### src/rtl/piezo_decoder.sv
// piezo_decoder: measures piezo tone half-periods, confirms notes, spots fanfare sequences and differential faults
module piezo_decoder #(
    parameter int HP_G6       = 15944,
    parameter int HP_C7       = 11945,
    parameter int HP_E7       = 9480,
    parameter int HP_G7       = 7972,
    parameter int TOL         = 200,
    parameter int CONFIRM     = 4,
    parameter int SILENT_CNT  = 500000,
    parameter int DIFF_GLITCH = 8
) (
    input  logic        clk,
    input  logic        rst,
    input  logic        piezo,
    input  logic        piezo_n,
    output logic [19:0] half_period,
    output logic [2:0]  note,
    output logic        note_vld,
    output logic        note_new,
    output logic        silent,
    output logic        fwd_det,
    output logic        rev_det,
    output logic        diff_err
);
    localparam int RW = $clog2(CONFIRM + 1);
    localparam int DW = $clog2(DIFF_GLITCH + 2);
    localparam logic [19:0] CNT_MAX = '1;
    localparam logic [2:0] FWD [8] = '{3'd1, 3'd2, 3'd3, 3'd4, 3'd3, 3'd4, 3'd0, 3'd0};
    localparam logic [2:0] REV [8] = '{3'd4, 3'd3, 3'd4, 3'd3, 3'd2, 3'd1, 3'd0, 3'd0};

    logic          p_s1, p_s2, n_s1, n_s2, p_prev;
    logic          edge_det, capture, eq;
    logic [19:0]   cnt;
    logic [2:0]    cls, last_cls, fidx, ridx, fidx_nxt, ridx_nxt;
    logic [RW-1:0] run, run_nxt;
    logic [DW-1:0] dcnt;

    function automatic logic in_win(input logic [19:0] c, input int hp);
        return int'(c) >= hp - TOL && int'(c) <= hp + TOL;
    endfunction

    // a mismatching note may itself be the first element, so it re-arms at 1
    always_comb begin
        edge_det = p_s2 != p_prev;
        capture  = edge_det && !silent;
        eq       = p_s2 == n_s2;
        cls      = in_win(cnt, HP_G6) ? 3'd1 :
                   in_win(cnt, HP_C7) ? 3'd2 :
                   in_win(cnt, HP_E7) ? 3'd3 :
                   in_win(cnt, HP_G7) ? 3'd4 : 3'd0;
        run_nxt  = cls == 3'd0 ? '0 :
                   cls != last_cls ? RW'(1) :
                   run == RW'(CONFIRM) ? run : run + 1'b1;
        fidx_nxt = fidx == 3'd6 ? 3'd0 :
                   !note_new ? fidx :
                   note == FWD[fidx] ? fidx + 3'd1 :
                   note == FWD[0] ? 3'd1 : 3'd0;
        ridx_nxt = ridx == 3'd6 ? 3'd0 :
                   !note_new ? ridx :
                   note == REV[ridx] ? ridx + 3'd1 :
                   note == REV[0] ? 3'd1 : 3'd0;
    end

    always_ff @(posedge clk) begin
        if (rst) begin
            p_s1        <= 1'b0;
            p_s2        <= 1'b0;
            n_s1        <= 1'b0;
            n_s2        <= 1'b0;
            p_prev      <= 1'b0;
            cnt         <= '0;
            half_period <= '0;
            note        <= '0;
            note_new    <= 1'b0;
            silent      <= 1'b1;
            fwd_det     <= 1'b0;
            rev_det     <= 1'b0;
            diff_err    <= 1'b0;
            last_cls    <= '0;
            run         <= '0;
            fidx        <= '0;
            ridx        <= '0;
            dcnt        <= '0;
        end else begin
            p_s1     <= piezo;
            p_s2     <= p_s1;
            n_s1     <= piezo_n;
            n_s2     <= n_s1;
            p_prev   <= p_s2;
            cnt      <= edge_det ? 20'd1 : cnt == CNT_MAX ? cnt : cnt + 20'd1;
            note_new <= 1'b0;
            fwd_det  <= fidx == 3'd6;
            rev_det  <= ridx == 3'd6;
            fidx     <= fidx_nxt;
            ridx     <= ridx_nxt;
            dcnt     <= !eq ? '0 : dcnt > DW'(DIFF_GLITCH) ? dcnt : dcnt + 1'b1;
            if (eq && dcnt >= DW'(DIFF_GLITCH))
                diff_err <= 1'b1;
            if (edge_det)
                silent <= 1'b0;
            // while silent an edge only restarts the counter; captures resume after it
            if (capture) begin
                half_period <= cnt;
                last_cls    <= cls;
                run         <= run_nxt;
                if (run_nxt == RW'(CONFIRM) && cls != note) begin
                    note     <= cls;
                    note_new <= 1'b1;
                end
            end else if (!edge_det && cnt == 20'(SILENT_CNT)) begin
                silent   <= 1'b1;
                note     <= '0;
                run      <= '0;
                last_cls <= '0;
                fidx     <= '0;
                ridx     <= '0;
            end
        end
    end

    assign note_vld = note != 3'd0;
endmodule

### config.mk
export PLATFORM = sky130hd
export DESIGN_NAME = piezo_decoder
export DESIGN_NICKNAME = d
export VERILOG_FILES = /design/src/rtl/piezo_decoder.sv
export SDC_FILE = /design/constraint.sdc
export NUM_CORES = 1
export LEC_CHECK = 0
export CAP_MARGIN = 20
export CELL_PAD_IN_SITES_DETAIL_PLACEMENT = 1
export CELL_PAD_IN_SITES_GLOBAL_PLACEMENT = 1
export CORE_MARGIN = 2
export CORE_UTILIZATION = 48
export CTS_BUF_LIST = sky130_fd_sc_hd__clkbuf_4 sky130_fd_sc_hd__clkbuf_8
export CTS_CLUSTER_SIZE = 14
export DETAILED_ROUTE_END_ITERATION = 6
export GPL_TIMING_DRIVEN = 0
export PLACE_DENSITY_LB_ADDON = 0.1
export REMOVE_ABC_BUFFERS = 1
export SLEW_MARGIN = 20
export SYNTH_ARGS = -nofsm -noshare
export SYNTH_HDL_FRONTEND = slang
export SYNTH_SLANG_ARGS = --single-unit
### constraint.sdc
create_clock -name clk -period 5.3 [get_ports clk]
set_input_delay 0.53 -clock clk [delete_from_list [all_inputs] [get_ports clk]]
set_output_delay 0.53 -clock clk [all_outputs]
set_load 0.005 [all_outputs]
==> flow_summary.ini <==
[critical_path]
cp-end-kind = flip-flop
setup.worst_path.class = flip-flop to flip-flop
worst-endpoint-required_ps = 5570
cp.arrival_ps = 3690
worstSetupStartpointType = flip-flop
timing.critical_path.fanout_max = 7

[cells_and_area]
layout-area-overhead-vs-synth_pct = 16.0
antenna_cells = 0
nets = 482
final_layout_fill_cell_count = 903
finish.utilization_pct = 57.2
drive_above_1_share_pct = 6.62

[detailed_routing]
wirelength_mm = 8.87
drtIter0Drc = 161
wire_per_inst_um = 15.7
drt_first_pass_iters = 4
highest-signal-layer = met4
post-route-drc-count = 0
wl_met3_um = 266
ant_nets = 0
vias_per_cell = 5.70
routed-via-count = 3231
met2_wirelength_mm = 4.44
wl_met1_mm = 4.07

[floorplan]
fp-row-count = 31
die_w_um = 90.1
design.core.area_um2 = 7210
floorplan_die_area_um2 = 8120
initial_core_util_pct = 49.3
die_y_um = 90.1
num_io_pins = 33

[clocking]
tritoncts = yes
ctsHtreeMaxLevel = 3
post_cts_buffers = 0
cts-resized-gates = 0
clkSlewWorstSetupHoldPaths_ps = 70
cts_hold_buf = 0
cts_sinks = 69
cts-root-buf = sky130_fd_sc_hd__clkbuf_8
clockBufferDepth = 2
num_cts_buffers = 9
worst_skew_pair.late_latency_ps = 340

[placed_design]
dp_hpwl_mm = 6.32
placement.io_buffers = 32
finalWeightedCongestion = 0.896

[sta]
grt_setup_unrepaired = false
fmax_mhz = 292
timing.max_slew.rel_slack_pct = 33.8
layout_min_cycle_time_ps = 3420
timing_worst_slew_pin_value_ps = 984
report.final.slew_viol_count = 0
setup-tns-final_ps = 0
fin_skew_ps = 9.53
hold_vio_cnt_final = 0
setup-violations-final = 0
finalCritPeriodShare_pct = 64.6

[grt]
grt.total_usage_pct = 23.1
antenna_found_initial = 0
via_count_of_the_first_global_routing_pass = 3292
grt_start_max_net_pins = 32
grt_first_pass_wirelength_mm = 15.5
gr-total-overflow = 0

[logic_synthesis]
synth.largest_area_cell = sky130_fd_sc_hd__dfxtp_1
synthesis.instances = 448
synth_compound_area_share_pct = 15.6
postSynthRegisterBits = 69
mean_instance_size_in_the_synthesized_netlist_um2 = 7.95
dominant_combinational_cell_family_by_area_after_synthesis = simple AND/OR/NAND/NOR gates
sequential_share_of_the_synthesized_area_pct = 38.8
post_synth_fa_ha_maj_area_fraction_pct = 5.27
syn-cell-area_um2 = 3560
synth_ff_type = sky130_fd_sc_hd__dfxtp_1
synth_top_area_share_pct = 38.8
synth.area.mux_share_pct = 1.12
asyncSetResetFlopFracSynth_pct = 0
synth-simple-area-share_pct = 28.1
synth_top_cells_by_area = sky130_fd_sc_hd__dfxtp_1 (39%), sky130_fd_sc_hd__nand2_1 (7.2%), sky130_fd_sc_hd__a21oi_1 (6.3%)
synth_enable_flop_cells = 0
synthDistinctLibCells = 57
yosys_warnings = 0
synthXorXnorAreaFrac_pct = 6.15

[power]
leakagePower_nw = 1.34
totalPowerFinal_mw = 1.02
worst_ir_drop_vdd_v = 0.000146
power.density_cell_area_nw_per_um2 = 247

[flow_run]
maxCapViolCount = 0

[min_path]
hold_class = flip-flop to flip-flop

[run_status]
outcome = finished, final reports clean
## per-layer routing
layer | track usage [%] | vias up
met5 | 0 | -
met4 | 6.28 | 0
met3 | 4.27 | 11
met2 | 40.2 | 48
met1 | 29.3 | 1597
li1 | - | 1575
## area by class of cell
class / count / area (µm²) / share of cell area [%]
flip-flops and latches: 69 / 1380 / 33.5
inverters: 15 / 56.3 / 1.36
clock inverters: 5 / 58.8 / 1.42
clock buffers: 11 / 151 / 3.67
well taps: 99 / 124 / 3.00
repair buffers: 34 / 354 / 8.58
multi-input cells: 334 / 2000 / 48.5
## critical path, cell delays in order, from the launching register on
cell	delay, ps
sky130_fd_sc_hd__dfxtp_1	370
sky130_fd_sc_hd__inv_1	110
sky130_fd_sc_hd__ha_1	220
sky130_fd_sc_hd__or3b_4	420
sky130_fd_sc_hd__or4_4	500
sky130_fd_sc_hd__a221oi_4	490
sky130_fd_sc_hd__o21ai_1	160
sky130_fd_sc_hd__a21oi_2	240
sky130_fd_sc_hd__o2111ai_2	210
sky130_fd_sc_hd__or4_1	470
sky130_fd_sc_hd__a21oi_1	160
## worst paths after layout
path                                           from                    to  slack [ps]  cells past startpoint
worst max-delay path            cnt[0]$_SDFFE_PP0P_  note[0]$_SDFFE_PP0P_        1880                     10
worst max register to register  cnt[0]$_SDFFE_PP0P_  note[0]$_SDFFE_PP0P_        1880                     10
worst min register to register      n_s1$_SDFF_PP0_       n_s2$_SDFF_PP0_         440                      1
worst min-delay path                n_s1$_SDFF_PP0_       n_s2$_SDFF_PP0_         440                      1
## Yosys cell counts, drive strengths merged (2+ instances only)
cell / number
dfxtp: 69
nand2: 68
nor2: 51
a21oi: 46
clkbuf: 27
nand3: 18
ha: 15
inv: 15
o21ai: 14
xnor2: 14
nor3: 12
xor2: 11
nor2b: 9
and3: 8
nand4: 7
or4: 6
nand3b: 5
nor4: 5
mux2i: 4
nand2b: 4
or3: 4
buf: 3
a211oi: 2
a311oi: 2
a41oi: 2
and4b: 2
nor3b: 2
or3b: 2
## kinds of logic (layout without fill, tap and decap cells)
group | after synthesis | in the layout
AOI/OAI and AO/OA | 83 | 83
xor gates and xnor gates | 25 | 25
adders and majority gates | 15 | 15
buffers and inverters | 45 | 65
DFF | 69 | 69
muxes | 4 | 4
and+or+nand+nor | 207 | 207
## report_power, final
part | total, mW | switching (mW) | internal (mW)
registers | 0.531 | 0.00686 | 0.524
logic | 0.0469 | 0.0292 | 0.0177
clock network | 0.443 | 0.201 | 0.243
## per-stage QoR
| step | cell area (µm²) | instances | setup slack [ps] | hold slack, ps |
|---|---|---|---|---|
| 6_report | 4130 | 567 | 1880 | 442 |
| 5_1_grt | 4130 | 567 | 1680 | 464 |
| 4_1_cts | 4130 | 567 | 1870 | 449 |
| 3_5_place_dp | 3920 | 551 | 1930 | 430 |
| 3_3_place_gp | 3880 | 549 | 1900 | 420 |
| 2_1_floorplan | 3440 | 418 | 2240 | 414 |
## sequential cells by signal, indices dropped and copies added (netlist names)
| register | count |
|---|---|
| ridx | 3 |
| p_s2 | 1 |
| last_cls | 3 |
| cnt | 20 |
| silent | 1 |
| dcnt | 4 |
| fidx | 3 |
| rev_det | 1 |
| half_period | 20 |
| p_prev | 1 |
| note_new | 1 |
| n_s2 | 1 |
| note | 3 |
| fwd_det | 1 |
| p_s1 | 1 |
| n_s1 | 1 |
| diff_err | 1 |
| run | 3 |
## placed cells by master (no fill, tap or decap), types with 14 or more instances in the layout
cell type	netlist	final
sky130_fd_sc_hd__a21oi_1	45	45
sky130_fd_sc_hd__clkdlybuf4s50_1	0	31
sky130_fd_sc_hd__dfxtp_1	69	69
sky130_fd_sc_hd__ha_1	15	15
sky130_fd_sc_hd__inv_1	15	15
sky130_fd_sc_hd__nand2_1	68	68
sky130_fd_sc_hd__nand3_1	18	18
sky130_fd_sc_hd__nor2_1	51	50
sky130_fd_sc_hd__xnor2_1	14	14
Note: power is estimated with default switching activity, not from simulation.
